===== src/rtl/mux4_rr_arbiter_pkg.sv =====
// Shared types and helpers for the 4-way round-robin mux arbiter.
// Holds the output-register state encoding and the select/one-hot conversions.
package mux4_rr_arbiter_pkg;

    localparam int unsigned REQ_N = 4;
    localparam int unsigned SEL_W = 2;

    typedef enum logic {
        StEmpty,
        StFull
    } state_e;

    function automatic logic [REQ_N-1:0] onehot4(input logic [SEL_W-1:0] sel);
        logic [REQ_N-1:0] oh;
        oh = 4'b0001 << sel;
        return oh;
    endfunction

    function automatic logic [SEL_W-1:0] enc4(input logic [REQ_N-1:0] oh);
        logic [SEL_W-1:0] sel;
        sel = '0;
        for (int i = 0; i < REQ_N; i++) begin
            if (oh[i]) sel = SEL_W'(i);
        end
        return sel;
    endfunction

endpackage


===== src/rtl/mux4_rr_arbiter_rr_pick4.sv =====
// Combinational round-robin picker: first set request searching from ptr upward, mod 4.
// Reusable by any 4-way shared-resource arbiter.
module rr_pick4
    import mux4_rr_arbiter_pkg::*;
(
    input  logic [REQ_N-1:0] req,
    input  logic [SEL_W-1:0] ptr,
    output logic [SEL_W-1:0] win,
    output logic             any
);

    logic [SEL_W-1:0] idx;

    // Walk offsets from farthest to nearest so the nearest hit overwrites.
    always_comb begin
        win = '0;
        any = 1'b0;
        idx = '0;
        for (int k = REQ_N - 1; k >= 0; k--) begin
            idx = ptr + SEL_W'(k);
            if (req[idx]) begin
                win = idx;
                any = 1'b1;
            end
        end
    end

endmodule


===== src/rtl/mux4_rr_arbiter.sv =====
// Four requesters share one mux into a one-word output register, with round-robin
// arbitration and a bounded lock that lets the current owner send back-to-back words.
module mux4_rr_arbiter
    import mux4_rr_arbiter_pkg::*;
#(
    parameter int unsigned WIDTH    = 32,
    parameter int unsigned MAX_LOCK = 4
) (
    input  logic             clk,
    input  logic             rst,
    input  logic [3:0]       req,
    input  logic [3:0]       lock,
    input  logic [WIDTH-1:0] I0,
    input  logic [WIDTH-1:0] I1,
    input  logic [WIDTH-1:0] I2,
    input  logic [WIDTH-1:0] I3,
    output logic [3:0]       ack,
    output logic [3:0]       gnt,
    output logic [1:0]       s,
    output logic [WIDTH-1:0] o,
    output logic             o_valid,
    input  logic             o_ready,
    output logic             busy
);

    localparam logic [3:0] MaxLock = 4'(MAX_LOCK);

    state_e           state_q, state_d;
    logic [WIDTH-1:0] o_q;
    logic [SEL_W-1:0] s_q;
    logic [REQ_N-1:0] gnt_q;
    logic [SEL_W-1:0] ptr_q;
    logic [3:0]       lock_cnt_q;

    logic [SEL_W-1:0] rr_win;
    logic             rr_any;
    logic             cap_ok;
    logic             lock_path;
    logic             capture;
    logic [SEL_W-1:0] winner;
    logic [WIDTH-1:0] word;

    rr_pick4 u_pick (
        .req (req),
        .ptr (ptr_q),
        .win (rr_win),
        .any (rr_any)
    );

    // A consuming cycle may also capture, so back-to-back words have no bubble.
    assign cap_ok    = (state_q == StEmpty) || o_ready;
    // s_q names the owner only while FULL, so the state term gates it.
    assign lock_path = (state_q == StFull) && req[s_q] && lock[s_q] && (lock_cnt_q < MaxLock);
    assign capture   = cap_ok && (lock_path || rr_any);
    assign winner    = lock_path ? s_q : rr_win;

    always_comb begin
        word = I0;
        unique case (winner)
            2'd0: word = I0;
            2'd1: word = I1;
            2'd2: word = I2;
            2'd3: word = I3;
            default: word = I0;
        endcase
    end

    // State register
    always_ff @(posedge clk or posedge rst) begin
        if (rst) begin
            state_q <= StEmpty;
        end else begin
            state_q <= state_d;
        end
    end

    // Next state
    always_comb begin
        state_d = state_q;
        if (cap_ok) begin
            state_d = capture ? StFull : StEmpty;
        end
    end

    // Outputs
    always_comb begin
        o_valid = (state_q == StFull);
        busy    = (state_q == StFull);
        ack     = (capture && !rst) ? onehot4(winner) : 4'b0000;
    end

    always_ff @(posedge clk or posedge rst) begin
        if (rst) begin
            o_q        <= '0;
            s_q        <= '0;
            gnt_q      <= '0;
            ptr_q      <= '0;
            lock_cnt_q <= '0;
        end else if (capture) begin
            o_q        <= word;
            s_q        <= winner;
            gnt_q      <= onehot4(winner);
            ptr_q      <= winner + 2'd1;
            lock_cnt_q <= lock_path ? lock_cnt_q + 4'd1 : 4'd1;
        end else if (cap_ok) begin
            gnt_q      <= '0;
            lock_cnt_q <= '0;
        end
    end

    assign o   = o_q;
    assign s   = s_q;
    assign gnt = gnt_q;

endmodule


===== config.mk =====
export PLATFORM = sky130hd
export DESIGN_NAME = mux4_rr_arbiter
export DESIGN_NICKNAME = d
export VERILOG_FILES = /design/src/rtl/mux4_rr_arbiter_pkg.sv /design/src/rtl/mux4_rr_arbiter_rr_pick4.sv /design/src/rtl/mux4_rr_arbiter.sv
export SDC_FILE = /design/constraint.sdc
export NUM_CORES = 1
export LEC_CHECK = 0
export BUFFER_PORTS_ARGS = -buffer_cell sky130_fd_sc_hd__buf_2
export CORE_MARGIN = 2
export CORE_UTILIZATION = 45
export CTS_CLUSTER_DIAMETER = 100
export DETAILED_ROUTE_END_ITERATION = 16
export GPL_TIMING_DRIVEN = 0
export PLACE_DENSITY = 0.86
export SETUP_SLACK_MARGIN = 0.05
export SKIP_CTS_REPAIR_TIMING = 1
export SYNTH_ARGS = -nofsm -noshare
export SYNTH_HDL_FRONTEND = slang
export SYNTH_HIERARCHICAL = 1
export SYNTH_SLANG_ARGS = --single-unit
export TNS_END_PERCENT = 20

===== constraint.sdc =====
create_clock -name clk -period 4.5 [get_ports clk]
set_clock_uncertainty 0.1 [all_clocks]
set_input_delay 0.225 -clock clk [delete_from_list [all_inputs] [get_ports clk]]
set_output_delay 0.225 -clock clk [all_outputs]
set_load 0.005 [all_outputs]

==> metrics.md <==
| Metric | Value |
|---|---|
| Yosys warning count | `6` |
| Layout overhead on the synthesized area | `42.06%` |
| Clock share of power | `11.3%` |
| Reg-to-reg critical path startpoint | `s[0]` |
| Initial DRC Count | `216` |
| Post-route insts no fill | `540` |
| CTS root buf | `clkbuf_8` |
| Worst R2R Setup Slack | `about 0.92 ns` |
| GP Congestion | `between 0.8 and 0.9` |
| Min Clock Period, post-route | `3.655 ns` |
| Vias | `3,016` |
| Drt first pass iters | `8` |
| Routed WL per cell | `16.10 um` |
| Crit end category | `output pin` |
| Row count | `28` |
| Share of post-route cells with drive strength above 1 | `49.35%` |
| Vias per cell | `5.585` |
| Fmax | `273.6 MHz` |
| Total congestion overflow | `0` |
| Sw Pwr | `1.017 mW` |
| Final WL | `8694 um` |
| HP Class | `in2reg` |
| Clock-pin transition on the worst setup and hold timing paths | `0.08 ns` |
| First-pass GRT wire length | `12,730 um` |
| Gate power share | `about three fifths` |
| Initial antenna violation count | `1` |
| Initial Util | `46.30%` |
| Die Span X | `81.82 um` |
| Crit path kind | `reg2out` |
| Maximum VDD drop | `338.7 uV` |
| Hpwl dp | `6816 um` |
| Die Y | `slightly above 80 um` |
| Power per Cell Area | `627.6 mW/mm^2` |
| Syn nets | `~420` |
| Area of the core | `0.005886 mm^2` |
| Worst EP required | `approximately 4.2 ns` |
| Clk buf depth | `2` |
| Worst slew pin tran | `0.5635 ns` |
| Setup TNS | `0 ns` |
| Netlist cell types | `34` |
| Reg2reg end | `o[21]` |
| Setup crit end | `ack[2]` |
| Yosys reg bits | `45` |
| Htree depth | `2` |
| RSZ-0062 raised after global routing | `false` |
| Syn_area_per_cell | `10.02 um^2` |
| Nature of the critical path startpoint | `flop` |
| Final setup fails | `0` |
| Cell total after placement | `530` |
| DR DRC count | `0` |
| Crit share post-route | `81.22%` |
| Arrival @ worst endpoint | `approximately 3.3 ns` |
| Detail Route Antenna Nets | `0` |
| Final Max Slew Viols | `0` |
| Die Area | `roughly 0.0067 mm^2` |
| Net count, final | `607` |
| Internal | `1.412 mW` |
| CTS Sinks | `45` |
| Final Power | `roughly 2.4 mW` |
| Share of total power in sequential cells | `28.2%` |
| Num CTS Buffers | `5` |
| LEAKAGE | `slightly below 2 nW` |
| Sequential-to-total area share from yosys stat | `41.32%` |
| Skew-Pair Late Insertion Delay | `0.29 ns` |
| Final-report hold violation count | `0` |
| Vias in the first global route | `2,810` |
| Crit. Startpoint | `s[0]` |
| I/O Buffers | `182` |
| Crit path max fanout | `10` |
| Run status | `finished clean` |
| Ports | `roughly 180` |
| Slew margin rel. | `62.38%` |
| Post-Syn Area | `0.002725 mm^2` |
| Cells after Synth | `272` |
| Fraction of power spent switching nets | `41.87%` |
| R2R depth | `11` |
| Max Cap Viol | `0` |
| Commonest non-fill, non-tap cells in the layout | `182 x buf_2, 46 x nand2_1, 45 x dfrtp_1, 35 x o21ai_0, 32 x a222oi_1` |
| Largest net degree at the start of global routing | `26` |
| Total GRT Usage | `24.82%` |
| Commonest non-fill, non-tap cell in the layout | `buf_2` |
| TritonCTS clock tree | `built` |
| Util after Layout | `65.77%` |
flip-flops by register name (all words and copies together) (netlist names):
register and count:
o 32, gnt 4, lock_cnt_q 4, ptr_q 2
s 2, busy 1
metal layers:
metal  up-vias  track usage [%]  wire length, um
met5         -                0                0
met4         0            8.500              144
met3        15            5.495              688
met2       147            45.69             4492
met1      1430            28.10             3369
li1       1424                -                -
worst max-delay path, stage by stage, from the launching register on:
cell,delay [ns]
dfrtp_1,0.37
clkbuf_1,0.28
mux4_2,0.42
or2_0,0.22
clkbuf_1,0.18
mux2i_1,0.27
ha_1,0.19
clkbuf_1,0.32
clkbuf_1,0.44
and3_1,0.23
buf_2,0.11
through the flow:
step	area, um^2	setup WS [ns]	hold WS, ns
3_3_place_gp	3730	1.062	0.3599
2_1_floorplan	2725	1.468	0.3434
3_5_place_dp	3757	0.9663	0.2029
5_1_grt	3871	0.6609	0.1654
4_1_cts	3859	0.8782	-0.1224
6_report	3871	0.8449	0.1602
cell families after synthesis:
group,after synthesis,share of synthesized area [%]
AO/OA/AOI/OAI,82,23.28
adder cells (fa/ha/maj),5,2.296
buffers and inverters,33,5.647
flip-flops,45,41.32
multiplexers,39,16.35
AND/OR/NAND/NOR,68,11.11
power by group through the flow:
stage          logic, mW  clock network [mW]  registers, mW
4_1_cts             1.47               0.283          0.686
2_1_floorplan      0.937                   0          0.700
6_report            1.47               0.274          0.686
3_3_place_gp        1.40                   0          0.682
5_1_grt             1.62               0.299          0.708
3_5_place_dp        1.47                   0          0.693
cell usage after synthesis, drive strengths merged:
library cell,n,area [um^2]
a211o,1,8.760
mux2i,4,40.04
o31ai,1,21.27
mux2,34,382.9
or3b,1,8.760
nand3,2,10.01
a21oi,2,10.01
ha,5,62.56
dfrtp,45,1126
clkbuf,22,82.58
o211a,1,10.01
a211oi,2,20.02
o21bai,1,7.510
inv,5,18.77
nor3b,2,15.01
nand3b,2,15.01
a22o,4,35.03
o311ai,3,26.28
and2,1,6.260
nor2b,1,6.260
a222oi,32,320.3
nor2,5,18.77
or2,1,6.260
o21ai,35,175.2
and3,4,25.02
buf,6,52.54
mux4,1,22.52
nand2,46,172.7
nand2b,3,18.77
cell type report:
type	count	area [um^2]
fill	521	2014
multi-input combinational	194	1445
sequential	45	1126
timing repair buffer	184	948.4
buffer	28	135.1
clock buffer	7	96.34
tap	75	93.84
inverter	5	18.77
clock inverter	1	5.005
antenna	1	2.502
worst min-delay path by stage:
stage / from / endpoint / slack [ns] / cells past startpoint
floorplan: lock_cnt_q[2] / lock_cnt_q[2] / 0.34 / 2
global placement: lock_cnt_q[2] / lock_cnt_q[2] / 0.36 / 2
detailed placement: rst / o[16] / 0.20 / 2
CTS: rst / o[9] / -0.12 / 2
global route: I0[7] / o[7] / 0.17 / 4
finish: I0[18] / o[18] / 0.16 / 4
(Power assumes the default switching activity.)
